<file path="src/rtl/arq_tx_ctrl.sv">
// Stop-and-wait ARQ sender: pushes one word at a time into the datapath and
// retransmits on nack or timeout until acknowledged or retries are exhausted.
module arq_tx_ctrl #(
  parameter int DATA_WIDTH = 8,
  parameter int MAX_RETRY  = 3,
  parameter int TIMEOUT    = 16,
  localparam int RW = ($clog2(MAX_RETRY + 1) < 1) ? 1 : $clog2(MAX_RETRY + 1),
  localparam int TW = $clog2(TIMEOUT)
) (
  input  logic                  clk,
  input  logic                  rst,
  input  logic                  in_valid,
  input  logic [DATA_WIDTH-1:0] in_data,
  output logic                  in_ready,
  output logic                  wr_en,
  output logic [DATA_WIDTH-1:0] wr_data,
  input  logic                  ack,
  input  logic                  nack,
  output logic                  busy,
  output logic                  ok,
  output logic                  fail,
  output logic [RW-1:0]         retry_cnt,
  output logic [7:0]            ok_cnt,
  output logic [7:0]            fail_cnt
);

  typedef enum logic [1:0] {IDLE, SEND, WAIT} state_e;

  state_e                state_q, state_d;
  logic [DATA_WIDTH-1:0] hold_q, hold_d;
  logic [TW-1:0]         timer_q, timer_d;
  logic [RW-1:0]         retry_q, retry_d;
  logic [7:0]            ok_cnt_q, ok_cnt_d;
  logic [7:0]            fail_cnt_q, fail_cnt_d;
  logic                  ok_q, ok_d;
  logic                  fail_q, fail_d;

  // NOTE: non-blocking assignments keep every register sampling the pre-edge
  // values, so evaluation order between flops cannot change the result.
  always_ff @(posedge clk or posedge rst) begin
    if (rst) begin
      state_q    <= IDLE;
      hold_q     <= '0;
      timer_q    <= '0;
      retry_q    <= '0;
      ok_cnt_q   <= '0;
      fail_cnt_q <= '0;
      ok_q       <= 1'b0;
      fail_q     <= 1'b0;
    end else begin
      state_q    <= state_d;
      hold_q     <= hold_d;
      timer_q    <= timer_d;
      retry_q    <= retry_d;
      ok_cnt_q   <= ok_cnt_d;
      fail_cnt_q <= fail_cnt_d;
      ok_q       <= ok_d;
      fail_q     <= fail_d;
    end
  end

  // NOTE: every output of this block is defaulted first so no path through
  // the case statement can leave a variable unassigned and infer a latch.
  always_comb begin
    state_d    = state_q;
    hold_d     = hold_q;
    timer_d    = timer_q;
    retry_d    = retry_q;
    ok_cnt_d   = ok_cnt_q;
    fail_cnt_d = fail_cnt_q;
    ok_d       = 1'b0;
    fail_d     = 1'b0;

    unique case (state_q)
      IDLE: begin
        if (in_valid && in_ready) begin
          hold_d  = in_data;
          retry_d = '0;
          state_d = SEND;
        end
      end
      SEND: begin
        timer_d = '0;
        state_d = WAIT;
      end
      WAIT: begin
        timer_d = timer_q + 1'b1;
        // ack wins over nack, and either response pre-empts the timeout
        if (ack) begin
          ok_d     = 1'b1;
          ok_cnt_d = (ok_cnt_q == 8'hFF) ? ok_cnt_q : ok_cnt_q + 8'd1;
          state_d  = IDLE;
        end else if (nack || (timer_q == TW'(TIMEOUT - 1))) begin
          if (retry_q == RW'(MAX_RETRY)) begin
            fail_d     = 1'b1;
            fail_cnt_d = (fail_cnt_q == 8'hFF) ? fail_cnt_q : fail_cnt_q + 8'd1;
            state_d    = IDLE;
          end else begin
            retry_d = retry_q + 1'b1;
            state_d = SEND;
          end
        end
      end
      default: state_d = IDLE;
    endcase
  end

  assign in_ready  = (state_q == IDLE) && !rst;
  assign wr_en     = (state_q == SEND);
  assign wr_data   = hold_q;
  assign busy      = (state_q != IDLE);
  assign ok        = ok_q;
  assign fail      = fail_q;
  assign retry_cnt = retry_q;
  assign ok_cnt    = ok_cnt_q;
  assign fail_cnt  = fail_cnt_q;

endmodule

</file>
<file path="config.mk">
export PLATFORM = sky130hd
export DESIGN_NAME = arq_tx_ctrl
export DESIGN_NICKNAME = d
export VERILOG_FILES = /design/src/rtl/arq_tx_ctrl.sv
export SDC_FILE = /design/constraint.sdc
export NUM_CORES = 1
export LEC_CHECK = 0
export ABC_CLOCK_PERIOD_IN_PS = 5000
export CAP_MARGIN = 0
export CORE_AREA = 4 4 72 47
export DETAILED_ROUTE_END_ITERATION = 12
export DIE_AREA = 0 0 76 51
export DONT_BUFFER_PORTS = 1
export GPL_TIMING_DRIVEN = 0
export PLACE_DENSITY = 0.85
export SLEW_MARGIN = 20
export SYNTH_ARGS = -nofsm -noshare
export SYNTH_HDL_FRONTEND = slang
export SYNTH_SLANG_ARGS = --single-unit
</file>
<file path="constraint.sdc">
create_clock -name clk -period 5 [get_ports clk]
set_input_delay 0.5 -clock clk [delete_from_list [all_inputs] [get_ports clk]]
set_output_delay 0.5 -clock clk [all_outputs]
set_load 0.01 [all_outputs]
</file>
=== Yosys cells after proc, flatten, opt, wreduce, memory -nomap -nowiden ===
Cells that the tools add are included.

* Mux-type cells: 17
* Shifts and indexed selects: 0
* Reductions and logical operators: 13
* $mul: 0
* Magnitude comparators: 0
* Eq/ne operators: 11
* $add $sub $neg: 4
* Divide/modulo/power cells: 0
* Bitwise gates (word level): 3

{| class="wikitable"
|+ Operators by type and width
! cell !! count
|-
| $add 8x1->8 const B || 2
|-
| $eq 8x8->1 const B || 2
|-
| $mux 2 || 7
|-
| $reduce_and 5->1 || 2
|-
| $ne 2x2->1 const B || 4
|-
| $pmux 4 s2 || 1
|-
| $mux 1 || 7
|-
| $pmux 2 s3 || 1
|-
| $reduce_bool 2->1 || 3
|-
| $add 4x1->4 const B || 1
|-
| $eq 2x2->1 const B || 2
|-
| $eq 4x4->1 const B || 1
|-
| $pmux 2 s2 || 1
|-
| $reduce_and 2->1 || 2
|-
| $ne 3x3->1 const B || 1
|-
| $not 1->1 || 3
|-
| $reduce_and 3->1 || 1
|-
| $add 2x1->2 const B || 1
|-
| $eq 2x1->1 const B || 1
|-
| $logic_and 1x1->1 || 2
|-
| $logic_not 2->1 || 1
|-
| $logic_not 1->1 || 1
|-
| $logic_or 1x1->1 || 1
|}

* Bits in latches: 0
* Word-level logic and storage cells: 56
* Memory bits (writable): 0
* Register bits after elaboration: 34
* Memories kept: 0
* Memory bits (read-only): 0
* Output and inout port bits: 31

=== Depth between registers and ports, before layout ===
Gate-level depths: netlist (run 1).

* Depth after elaboration: 5
* Mapped depth: 7
* Depth with buffers taken out: 7

=== Worst setup path before layout (run 1) ===
OpenSTA, ideal clock, no wires.

* Path type: in2reg
* Start: input port rst
* End: register state_q[0]
* Cell stages on the path: 4
* Library setup time: 125 ps
* Arrival time: 1981 ps
* Required time: 4875 ps
* Setup slack: 2894 ps
* Cell sequence: inv_1 -> a21oi_1 -> a21oi_1 -> mux2_2

* Longest elaborated chain between the ends: 5

{| class="wikitable"
|+ RTL lines
! element !! RTL line !! source
|-
| start: declaration || 11 || <nowiki>input logic rst,</nowiki>
|-
| $logic_not 1->1 || 108 || <nowiki>assign in_ready = (state_q == IDLE) && !rst;</nowiki>
|-
| $logic_and 1x1->1 || 108 ||
|-
| $logic_and 1x1->1 || 76 || <nowiki>if (in_valid && in_ready) begin</nowiki>
|-
| $ne 2x2->1 (no line) || -- ||
|-
| $reduce_and 2->1 (no line) || -- ||
|-
| end signal: assignment || 51 || <nowiki>state_q <= state_d;</nowiki>
|-
| end: declaration || 29 || <nowiki>state_e state_q, state_d;</nowiki>
|}

No other way between the ends.
A chain may end at the register's enable or synchronous reset.

=== Worst setup path in the final report (run 1) ===
* Start: register state_q[0]
* End: output port in_ready

* Longest elaborated chain between the ends: 2

{| class="wikitable"
|+ RTL lines
! element !! RTL line !! source
|-
| $logic_not 2->1 || 108 ||
|-
| $logic_and 1x1->1 || 108 ||
|-
| end: declaration || 14 || <nowiki>output logic in_ready,</nowiki>
|}

No other way between the ends.

==> metrics.txt, run 1 <==
row cnt 15; Synthesized Nets roughly 170; CTS root buf clkbuf_8; Storage cell area 851 um2; Port Buf Inserts 0; reg2reg start state_q[0]$_DFFE_PP0P_; critical path's largest stage delay 410 ps; period utilization ~39%; CTS tree yes; vias per inst 5.99; Max Freq 0.508 GHz; FILL cells 204; CTS max path bufs 2; Worst-path clk slew 70 ps; Worst Path Arrival roughly 1500 ps; CP cell instances inv_1 > ha_1 > inv_1 > nor2_1; die height slightly above 50 um; worst-path fanout max 6; CP startpoint state_q[0]$_DFFE_PP0P_; post-synth top area cell dfrtp_1; Tmin final between 1500 and 2000 ps; Cell variety after synth 31; share of async-settable or async-resettable flops after synthesis 100%; Worst-Skew Late Latency 290 ps; Antenna Nets Post-Route 0; dpl hpwl 2510 um; most common library cells after synthesis dfrtp_1 (34), mux2_2 (14), nand2_1 (12), nand3_1 (12), inv_1 (9); multi-input logic area between 700 and 800 um2; Post-Syn Area between 1500 and 2000 um2; top cells by area, synth dfrtp_1 (51%), mux2_2 (9.4%), ha_1 (6.0%); M1 WL 1520 um; first-pass GRT wire length between 5000 and 6000 um; share of post-route cells with drive strength above 1 20.5%; leakage power ~0.87 nW; Total GRT Usage between 15 and 20%; number of remaining DRC errors 0; gp weighted congestion 0.834; worst hold path type in2async; Starting Density around 61%; CP Launch Type register; Worst-Margin Slew 709 ps; vias after detailed routing 1139; most frequent cell after synthesis dfrtp_1; slowest library cell on the worst path dfrtp_1; post-CTS resize count 0; Layout area overhead 8.19%; I/O pins 44; most used cell, CP inv_1; Worst slew margin a little over half; Avg Inst Size Synth around 11 um2; largest net degree at the start of global routing 36; Synthesis Warnings 0; cts bufs inserted 5; pwr/cell area 486 nW/um2; DR WL met3 about 290 um; final hold vios 0; chip width 76 um; register area share after synthesis 50.6%; antenna violations before repair 0; RSZ-0062 raised after global routing false; die area 3880 um2; Setup TNS 0 ps; H-Tree Depth 2; WHS 203 ps; Post-synth EDFFs 0; flops & latches, synth 34; VDD IR max 0.328 mV; Top Metal Used met4; critical path class reg2out; clk sinks 34; Starting DRT DRC Count 64; total core area 2760 um2; antenna cells 0; router iterations before antenna repair 4; total gr overflow 0; worst path required time 4500 ps; Yosys top cell area share between 50 and 60%; prevailing post-synth register cell dfrtp_1; max-slew violation count 0; Nets between 150 and 200; number of global-route vias before repair 1185; met2 WL post-DR 1510 um; clock skew 5.37 ps; # hold bufs at CTS 0; Routed WL per cell 17.7 um; final WL between 3000 and 4000 um; Setup crit end kind output port; Post-Syn Instances ~150; outcome completed; Max Cap Viol 0; final count of negative-setup-slack endpoints 0; setup bufs post-CTS 0
==> critical path: cells and delay by family (launching register included) <==
kind                       cells  cell delay [ps]
DFF                            1              410
adders and majority gates      1              300
buffers and inverters          2              260
and+or+nand+nor                1              220
==> layout by cell type (no fill, tap or decap), types with 3 or more instances in the layout <==
cell type,instances
a21oi_1,4
clkbuf_8,6
dfrtp_1,34
ha_1,8
inv_1,8
mux2_2,14
mux2i_1,4
nand2_1,12
nand3_1,12
nor2_1,8
nor3_1,4
o21ai_0,6
xnor2_1,3
xor2_1,7
==> report_power, final <==
group	total (mW)	internal, mW	switching [mW]
clock network	0.212	0.111	0.102
logic	0.236	0.105	0.131
registers	0.436	0.342	0.0945
total	0.884	0.557	0.327
==> metal layers <==
metal / GRT usage, % / up-vias
met5: 0 / -
li1: - / 529
met4: 8.28 / 0
met2: 28.3 / 47
met1: 25.9 / 557
met3: 8.80 / 6
==> sequential cells by signal, indices dropped and copies added, names as in the netlist <==
register / count
ok_cnt: 8
ok: 1
state_q: 2
fail_cnt: 8
timer_q: 4
retry_cnt: 2
wr_data: 8
fail: 1
==> layout make-up <==
| class | count | area share, % |
|---|---|---|
| sequential | 34 | 46.8 |
| buffer | 2 | 0.551 |
| tap | 34 | 2.34 |
| clock inverter | 2 | 0.688 |
| clock buffer | 6 | 4.54 |
| multi-input combinational | 103 | 43.2 |
| inverter | 9 | 1.86 |
==> logic make-up (layout without fill, tap and decap cells) <==
logic type | after synthesis | count (layout) | synth area share, %
mux | 18 | 18 | 11.8
flops | 34 | 34 | 50.6
simple gates | 50 | 50 | 16.0
compound gates | 17 | 17 | 7.82
xor+xnor | 10 | 10 | 5.21
fa+ha+maj | 8 | 8 | 5.96
buf+inv | 11 | 19 | 2.61
==> metrics by stage <==
step	std cells	util [%]	setup slack, ps	total power, mW	cell area (um2)
after floorplan	148	-	2890	0.612	1680
after global placement	182	62.4	2520	0.652	1720
after detailed placement	182	62.4	2960	0.676	1720
after CTS	190	65.9	3000	0.890	1820
after global routing	190	65.9	2920	0.949	1820
final	190	65.9	3030	0.884	1820
==> final timing paths <==
check / end / slack, ps / cells after the start
max: in_ready / 3030 / 4
min: wr_data[6]$_DFFE_PP0P_ / 200 / 1
max reg2reg: state_q[1]$_DFFE_PP0P_ / 3180 / 6
min reg2reg: timer_q[0]$_DFFE_PP0P_ / 520 / 1
max in group asynchronous: ok_cnt[6]$_DFFE_PP0P_ / 4340 / 1
min in group clk: wr_data[6]$_DFFE_PP0P_ / 360 / 1
(Power assumes the default switching activity.)
==> inputs of run 2 (changes only) <==
- ABC_CLOCK_PERIOD_IN_PS: 5000 -> 1900
- CORE_AREA: 4 4 72 47 -> 4 4 73 48
- DIE_AREA: 0 0 76 51 -> 0 0 77 52
- PLACE_DENSITY: 0.85 -> 0.82
- clock period: 5 -> 1.9 ns (I/O delays scaled with it)
==> run 2 against run 1 <==
  * Combinational power rose to 2.7 times the previous value
  * Critical path type is now reg2reg
  * Largest cell class unchanged
  * Count of clock-buffer cells in the layout is 1 lower
  * Clock skew increased by 2.5 ps
  * Sequential share of layout area down 1.8 points
  * Die area is 3.3% higher
  * Worst setup slack got worse by 2900 ps
  * Clock power rose to 3.8 times the previous value
==> metrics.txt, run 2 (synthesis gave the netlist of run 1 again) <==
CP cell instances ha_1 > and3b_1 > nand2_1 > nor3_1 > mux2_2; CTS max path bufs 2; Tmin final 1790 ps; Worst-Margin Slew 309 ps; worst path required time between 2000 and 2500 ps; cts bufs inserted 5; Max Freq approximately 0.56 GHz; Setup TNS 0 ps; Max Cap Viol 0; dpl cell area 1720 um2; Hold Path Depth 1; Reg2Reg Capture Point fail_cnt[6]$_DFFE_PP0P_; Starting Density 60.1%; first-pass GRT wire length a little under 6000 um; number of remaining DRC errors 0; final hold vios 0; Worst slew margin between 70% and 80%; antenna violations before repair 0; Layout area overhead 12.5%; CP startpoint retry_cnt[0]$_DFFE_PP0P_; H-Tree Depth 2; clk sinks 34; HP Start in_data[1]; total core area 2800 um2; number of global-route vias before repair 1202; clock skew about 8 ps; WHS approximately 46 ps; Total GRT Usage 19.7%; gp weighted congestion 0.863; chip width 77 um; r2r worst-path depth 5; antenna cells 0; slowest library cell on the worst path dfrtp_1; CP Launch Type register; critical path class reg2reg; CTS tree yes; Setup crit end kind register; CP bufs+invs 0; Worst-Skew Late Latency between 200 and 300 ps; max-slew violation count 0; critical path's largest stage delay around 500 ps; dpl hpwl 2720 um; worst-path fanout max 5; r2r setup slk 110 ps; largest net degree at the start of global routing 35; most frequent cells in the layout dfrtp_1 (34), mux2_2 (14), nand3_1 (12), nand2_1 (12); pwr/cell area 1370 nW/um2; Design Area, Final roughly 1900 um2; vias after detailed routing 1143; leakage power around 0.90 nW; Worst Path Arrival slightly below 2000 ps; Worst-path clk slew 70 ps; post-CTS resize count 0; CTS root buf clkbuf_8; RSZ-0062 raised after global routing false; pre-CTS setup slack about 100 ps; final WL 3550 um; commonest non-fill, non-tap cell in the layout dfrtp_1; Starting DRT DRC Count 91; Nets 178; post-route setup slack 110 ps; Antenna Nets Post-Route 0; Port Buf Inserts 0; outcome completed; share of post-route cells with drive strength above 1 20.9%; CP top delay family simple AND/OR/NAND/NOR gates; worst hold path type in2reg; VDD IR max 0.830 mV; die area 4000 um2; row cnt 15; final count of negative-setup-slack endpoints 0; period utilization 94.2%; Routed WL per cell 18.5 um; total gr overflow 0; die height 52 um; Hold Crit Endpoint wr_data[1]$_DFFE_PP0P_; reg2reg start retry_cnt[0]$_DFFE_PP0P_; router iterations before antenna repair 4; I/O pins between 40 and 50; vias per inst a little under 6
==> run 2: through the flow <==
step           cells  util [%]  total power [mW]
2_1_floorplan    148         -              1.61
5_1_grt          192      67.6              2.73
3_5_place_dp     182      61.6              1.79
3_3_place_gp     182      61.6              1.72
4_1_cts          192      67.6              2.60
6_report         192      67.6              2.58
==> run 2: worst max path at each step <==
stage                         endpoint  slack (ps)  cells after the start
2_1_floorplan   state_q[0]$_DFFE_PP0P_         100                      4
3_3_place_gp    state_q[1]$_DFFE_PP0P_        -270                      4
3_5_place_dp    state_q[1]$_DFFE_PP0P_         100                      6
4_1_cts        fail_cnt[6]$_DFFE_PP0P_         120                      5
5_1_grt         state_q[1]$_DFFE_PP0P_          10                      6
6_report       fail_cnt[6]$_DFFE_PP0P_         110                      5
==> run 2: routing by layer <==
layer	track usage, %	up-vias	routed length (um)
met5	0	-	0
met4	11.2	0	87
met3	6.75	11	264
met2	29.9	49	1620
met1	24.9	553	1580
li1	-	530	-
==> run 2: report_power, final <==
part | total (mW) | leakage [nW] | internal [mW] | switching, mW
Sequential | 1.15 | 0.447 | 0.899 | 0.252
Combinational | 0.634 | 0.389 | 0.283 | 0.351
Clock | 0.797 | 0.0683 | 0.525 | 0.271
Total | 2.58 | 0.904 | 1.71 | 0.875
==> run 2: cell type report <==
cell class | count | area [um2]
buffer | 2 | 10.0
tap | 34 | 42.5
timing repair buffer | 2 | 30.0
clock inverter | 3 | 68.8
sequential | 34 | 851
inverter | 9 | 33.8
clock buffer | 5 | 68.8
fill | 207 | 906
multi-input combinational | 103 | 786
==> run 2: what timing repair did <==
item | in CTS | in global routing
hold endpoints to repair | 34 | 0
hold buffers | 2 | 0
setup buffers | 0 | 0
==> RTL change 1 (flow settings as in run 2) <==
`MAX_RETRY`: 3 -> 6.
--- a/src/rtl/arq_tx_ctrl.sv
+++ b/src/rtl/arq_tx_ctrl.sv
@@ -2,7 +2,7 @@
 // retransmits on nack or timeout until acknowledged or retries are exhausted.
 module arq_tx_ctrl #(
   parameter int DATA_WIDTH = 8,
-  parameter int MAX_RETRY  = 3,
+  parameter int MAX_RETRY  = 6,
   parameter int TIMEOUT    = 16,
   localparam int RW = ($clog2(MAX_RETRY + 1) < 1) ? 1 : $clog2(MAX_RETRY + 1),
   localparam int TW = $clog2(TIMEOUT)
Interface: changed (resized retry_cnt); port bits go from 44 to 45. The function was not compared with the original's and may differ.
==> RTL change 1 against run 2 <==
- non-clock buffer count is the same
- highest routed layer unchanged
- cell area decreased by 0.46%
- area after synthesis is 1.3% higher
- setup slack got worse by 0.025 ns
- sequential cell count up 1
- total power is 2.7% lower
- wire length down 1.1%
- critical path type unchanged
- clock power is 28% lower
==> RTL change 1: results <==
[synthesis]
ys_seq_area_frac = 0.515
synthTopCellsByArea = "dfrtp_1, mux2_2, ha_1"
yosys-top-cells-count = "dfrtp_1, mux2_2, nand2_1, nand3_1, inv_1"
async_reset_ff_frac = 1.00
yosys_warnings = 0
synth.distinct_cells = 35

[placed_design]
hpwlAfterDp_um = 2570
port_buffers = 0
post_dp_cell_area_mm2 = 0.00174
gp_congestion = 0.827

[grt]
met3_usage = 0.0934
use_met2 = 0.321
grt_pass1_wl_um = 5810
track_usage = 0.191
antenna_found_initial = 0
grtUsageMet1 = 0.205
grt_max_degree = 36

[status]
status = "complete, no violations"

[power]
ir_drop_mv = 0.895
p_leak_nw = 0.884
p_sw_mw = 0.901

[route]
drt_iter0_drc = 87
vias = 1151
drt_first_pass_iters = 4
wirelength_um = 3510

[finish]
drive_gt1_frac = 0.196
fillCellCount = 223
fin_nets = 179
insertedDiodeCount = 0
final_core_util = 0.673

[critical_path]
path_max_fanout = 9
crit_arrival_ns = 1.98

[clock_network]
numCtsBuffers = 5
cts_max_path_buffers = 2
root_buffer = "clkbuf_8"
h-tree-depth = 2
path_clk_slew_ns = 0.07

[sta]
skew_ns = 0.00330
slew_viol_final = 0
relSlewSlack = 0.530
## RTL change 1: cell types whose count changed after synthesis, moves of 2 or more
cell / change
xnor2_1: +3
nor4_1: +2
and4_1: +2
a21oi_1: -2
o21ai_0: -2
nor2_1: -3
nor3_2: -2
xor2_1: -2
buf_2: -2
## RTL change 1: cell type report
| class | count | area share |
|---|---|---|
| tap | 34 | 0.0226 |
| inverter | 10 | 0.0199 |
| timing repair buffer | 3 | 0.0133 |
| buffer | 1 | 0.00598 |
| multi-input combinational | 101 | 0.420 |
| sequential | 35 | 0.465 |
| clock buffer | 8 | 0.0532 |
## RTL change 1: stage by stage
stage,worst slack (ns),cells
after floorplan,0.207,147
after global placement,0.114,181
after detailed placement,0.0463,181
after CTS,0.0463,190
after global routing,-0.00899,192
final,0.0849,192
## RTL change 1: power groups by stage
stage                     registers, mW  logic [mW]  clock network [mW]
final                              1.23       0.714               0.574
after global routing               1.26       0.799               0.634
after CTS                          1.23       0.676               0.589
after detailed placement           1.24       0.666                   0
after global placement             1.22       0.618                   0
after floorplan                    1.17       0.554                   0
## RTL change 1: cell families (layout without fill, tap and decap cells)
logic type / after synthesis / in the layout / share of synthesized area
compound gates: 16 / 16 / 0.0640
xor+xnor: 11 / 11 / 0.0566
fa+ha+maj: 9 / 9 / 0.0662
buf+inv: 11 / 22 / 0.0287
flops: 35 / 35 / 0.515
mux: 17 / 17 / 0.110
simple gates: 48 / 48 / 0.160
## RTL change 1: critical path: stages (launching register included)
cell,delay [ns]
dfrtp_1,0.39
inv_1,0.08
ha_1,0.20
buf_6,0.14
and2b_4,0.19
nand4_4,0.13
inv_1,0.09
o21ai_1,0.13
mux2_2,0.36
## RTL change 1: path summary, 6_finish.rpt
check                                 from     endpoint  slack (ns)  depth (start not counted)
worst max-delay path            state_q[0]  fail_cnt[1]        0.08                          8
worst min-delay path            in_data[2]   wr_data[2]        0.06                          1
worst max register to register  state_q[0]  fail_cnt[1]        0.08                          8
worst min register to register  timer_q[0]   timer_q[0]        0.53                          1
max in group asynchronous              rst  fail_cnt[6]        0.96                          2
min in group asynchronous              rst   state_q[0]        0.49                          2
## RTL change 1: routing by layer
metal / part of all wire / vias to the layer above
li1: - / 542
met1: 0.38 / 546
met2: 0.49 / 54
met3: 0.10 / 9
met4: 0.019 / 0
met5: 0 / -
## RTL change 1: what timing repair did
item                                    CTS  global route
buffers inserted                          0             2
endpoints found under the setup margin    0            14
gates resized for setup                   0             2
hold buffers                              1             0
hold endpoints to repair                 35             0
==> RTL change 2 (flow settings as in run 2) <==
Without the edit above. Re-encode `state_e` (3 states) as one-hot, 3 bits wide.
--- a/src/rtl/arq_tx_ctrl.sv
+++ b/src/rtl/arq_tx_ctrl.sv
@@ -24,7 +24,7 @@
   output logic [7:0]            fail_cnt
 );
 
-  typedef enum logic [1:0] {IDLE, SEND, WAIT} state_e;
+  typedef enum logic [2:0] {IDLE = 3'b001, SEND = 3'b010, WAIT = 3'b100} state_e;
 
   state_e                state_q, state_d;
   logic [DATA_WIDTH-1:0] hold_q, hold_d;
Behaviour: same outputs for any inputs over 10 cycles, from zero or initial values and one cycle with rst high; not proved beyond that.
==> RTL change 2 against run 2 <==
- cell area fell by 8.3%
- non-clock buffer count down 1
- clock skew grew 0.0013 ns
- critical path depth stayed put
- sequential cell count is 1 higher
- utilization down 5.6 points
- setup slack got worse by 0.010 ns
- area after synthesis is 6.9% lower
- sequential share of layout area up 5.6 points
- wire length down 15%
- worst hold slack gained 0.0057 ns
- critical path type unchanged
- die area unchanged
- critical endpoint is now ok_cnt[5]
Power is not compared: it rests on default switching activity, and its combinational part moved more than twofold at a synthesized area within 25%.
==> RTL change 2: results <==
[status]
status = "complete, no violations"

[clock_network]
numCtsBuffers = 5
cts_resized = 0
post-cts-setup-buffers = 0

[finish]
buffers = 3
multi_input_area_um2 = 686
seq_share = 0.506
final_cells = 173
fin_nets = 155
multi_input_cells = 90
clock_cell_area_share = 0.0527
nonClkBufAreaFrac = 0.0144
drive_gt1_frac = 0.209
insertedDiodeCount = 0
fillCellCount = 212
inverters = 3

[route]
dr_wl_met3_um = 244
drt_iter0_drc = 18
wirelength_um = 3030
wl_met2_um = 1460
top_layer_used = "met4"
met1_length_um = 1270

[synthesis]
synth-adder-area-share = 0.0320
yosys-top-cells-count = "dfrtp_1, nand2_1, mux2_2"
synthTopCellsByArea = "dfrtp_1, mux2_2, xor2_1"
ys_seq_elements = 35
async_reset_ff_frac = 1.00
synthCells = 129
synth_compound_area_frac = 0.0679
synth_xor_area_frac = 0.0783
synth_nets = 146
ys_seq_area_frac = 0.560
yosys_warnings = 0
synth.area.mux_share = 0.0647

[power]
p_clk_frac = 0.353

[placed_design]
dp_cells = 163
pre_cts_slack_ns = 0.0567
hpwlAfterDp_um = 2270
gp_congestion = 0.807

[min_path]
min_path_type = "primary input to register"

[critical_path]
critPathSlowestCell = "o21ai_0"

[grt]
track_usage = 0.165
grtUsageMet1 = 0.192
grt_pass1_wl_um = 4970
met3_usage = 0.0779
use_met2 = 0.259
first_global_vias = 1029

[sta]
skew_ns = 0.00909
fin_crit_ns = 1.80
relSlewSlack = 0.541
-- RTL change 2: path summary, 6_finish.rpt --
check,from,to,depth (start not counted)
max in group asynchronous,rst,fail_cnt[0],2
worst min register to register,timer_q[2],timer_q[2],1
worst min-delay path,in_data[1],wr_data[1],1
worst max register to register,ok_cnt[0],ok_cnt[5],5
worst max-delay path,ok_cnt[0],ok_cnt[5],5
min in group asynchronous,rst,retry_cnt[1],2
-- RTL change 2: metrics by stage --
stage / total power [mW] / utilization / hold WS, ns
2_1_floorplan: 0.975 / - / 0.260
3_3_place_gp: 0.997 / 0.575 / 0.261
3_5_place_dp: 1.01 / 0.575 / 0.226
4_1_cts: 1.56 / 0.615 / 0.0420
5_1_grt: 1.62 / 0.620 / 0.0416
6_report: 1.54 / 0.620 / 0.0513
-- RTL change 2: worst max-delay path: cells and delay by family (launching register included) --
family / cells / cell delay (ns)
compound gates: 1 / 0.51
xor+xnor: 1 / 0.17
flops: 1 / 0.48
fa+ha+maj: 1 / 0.26
simple gates: 2 / 0.25
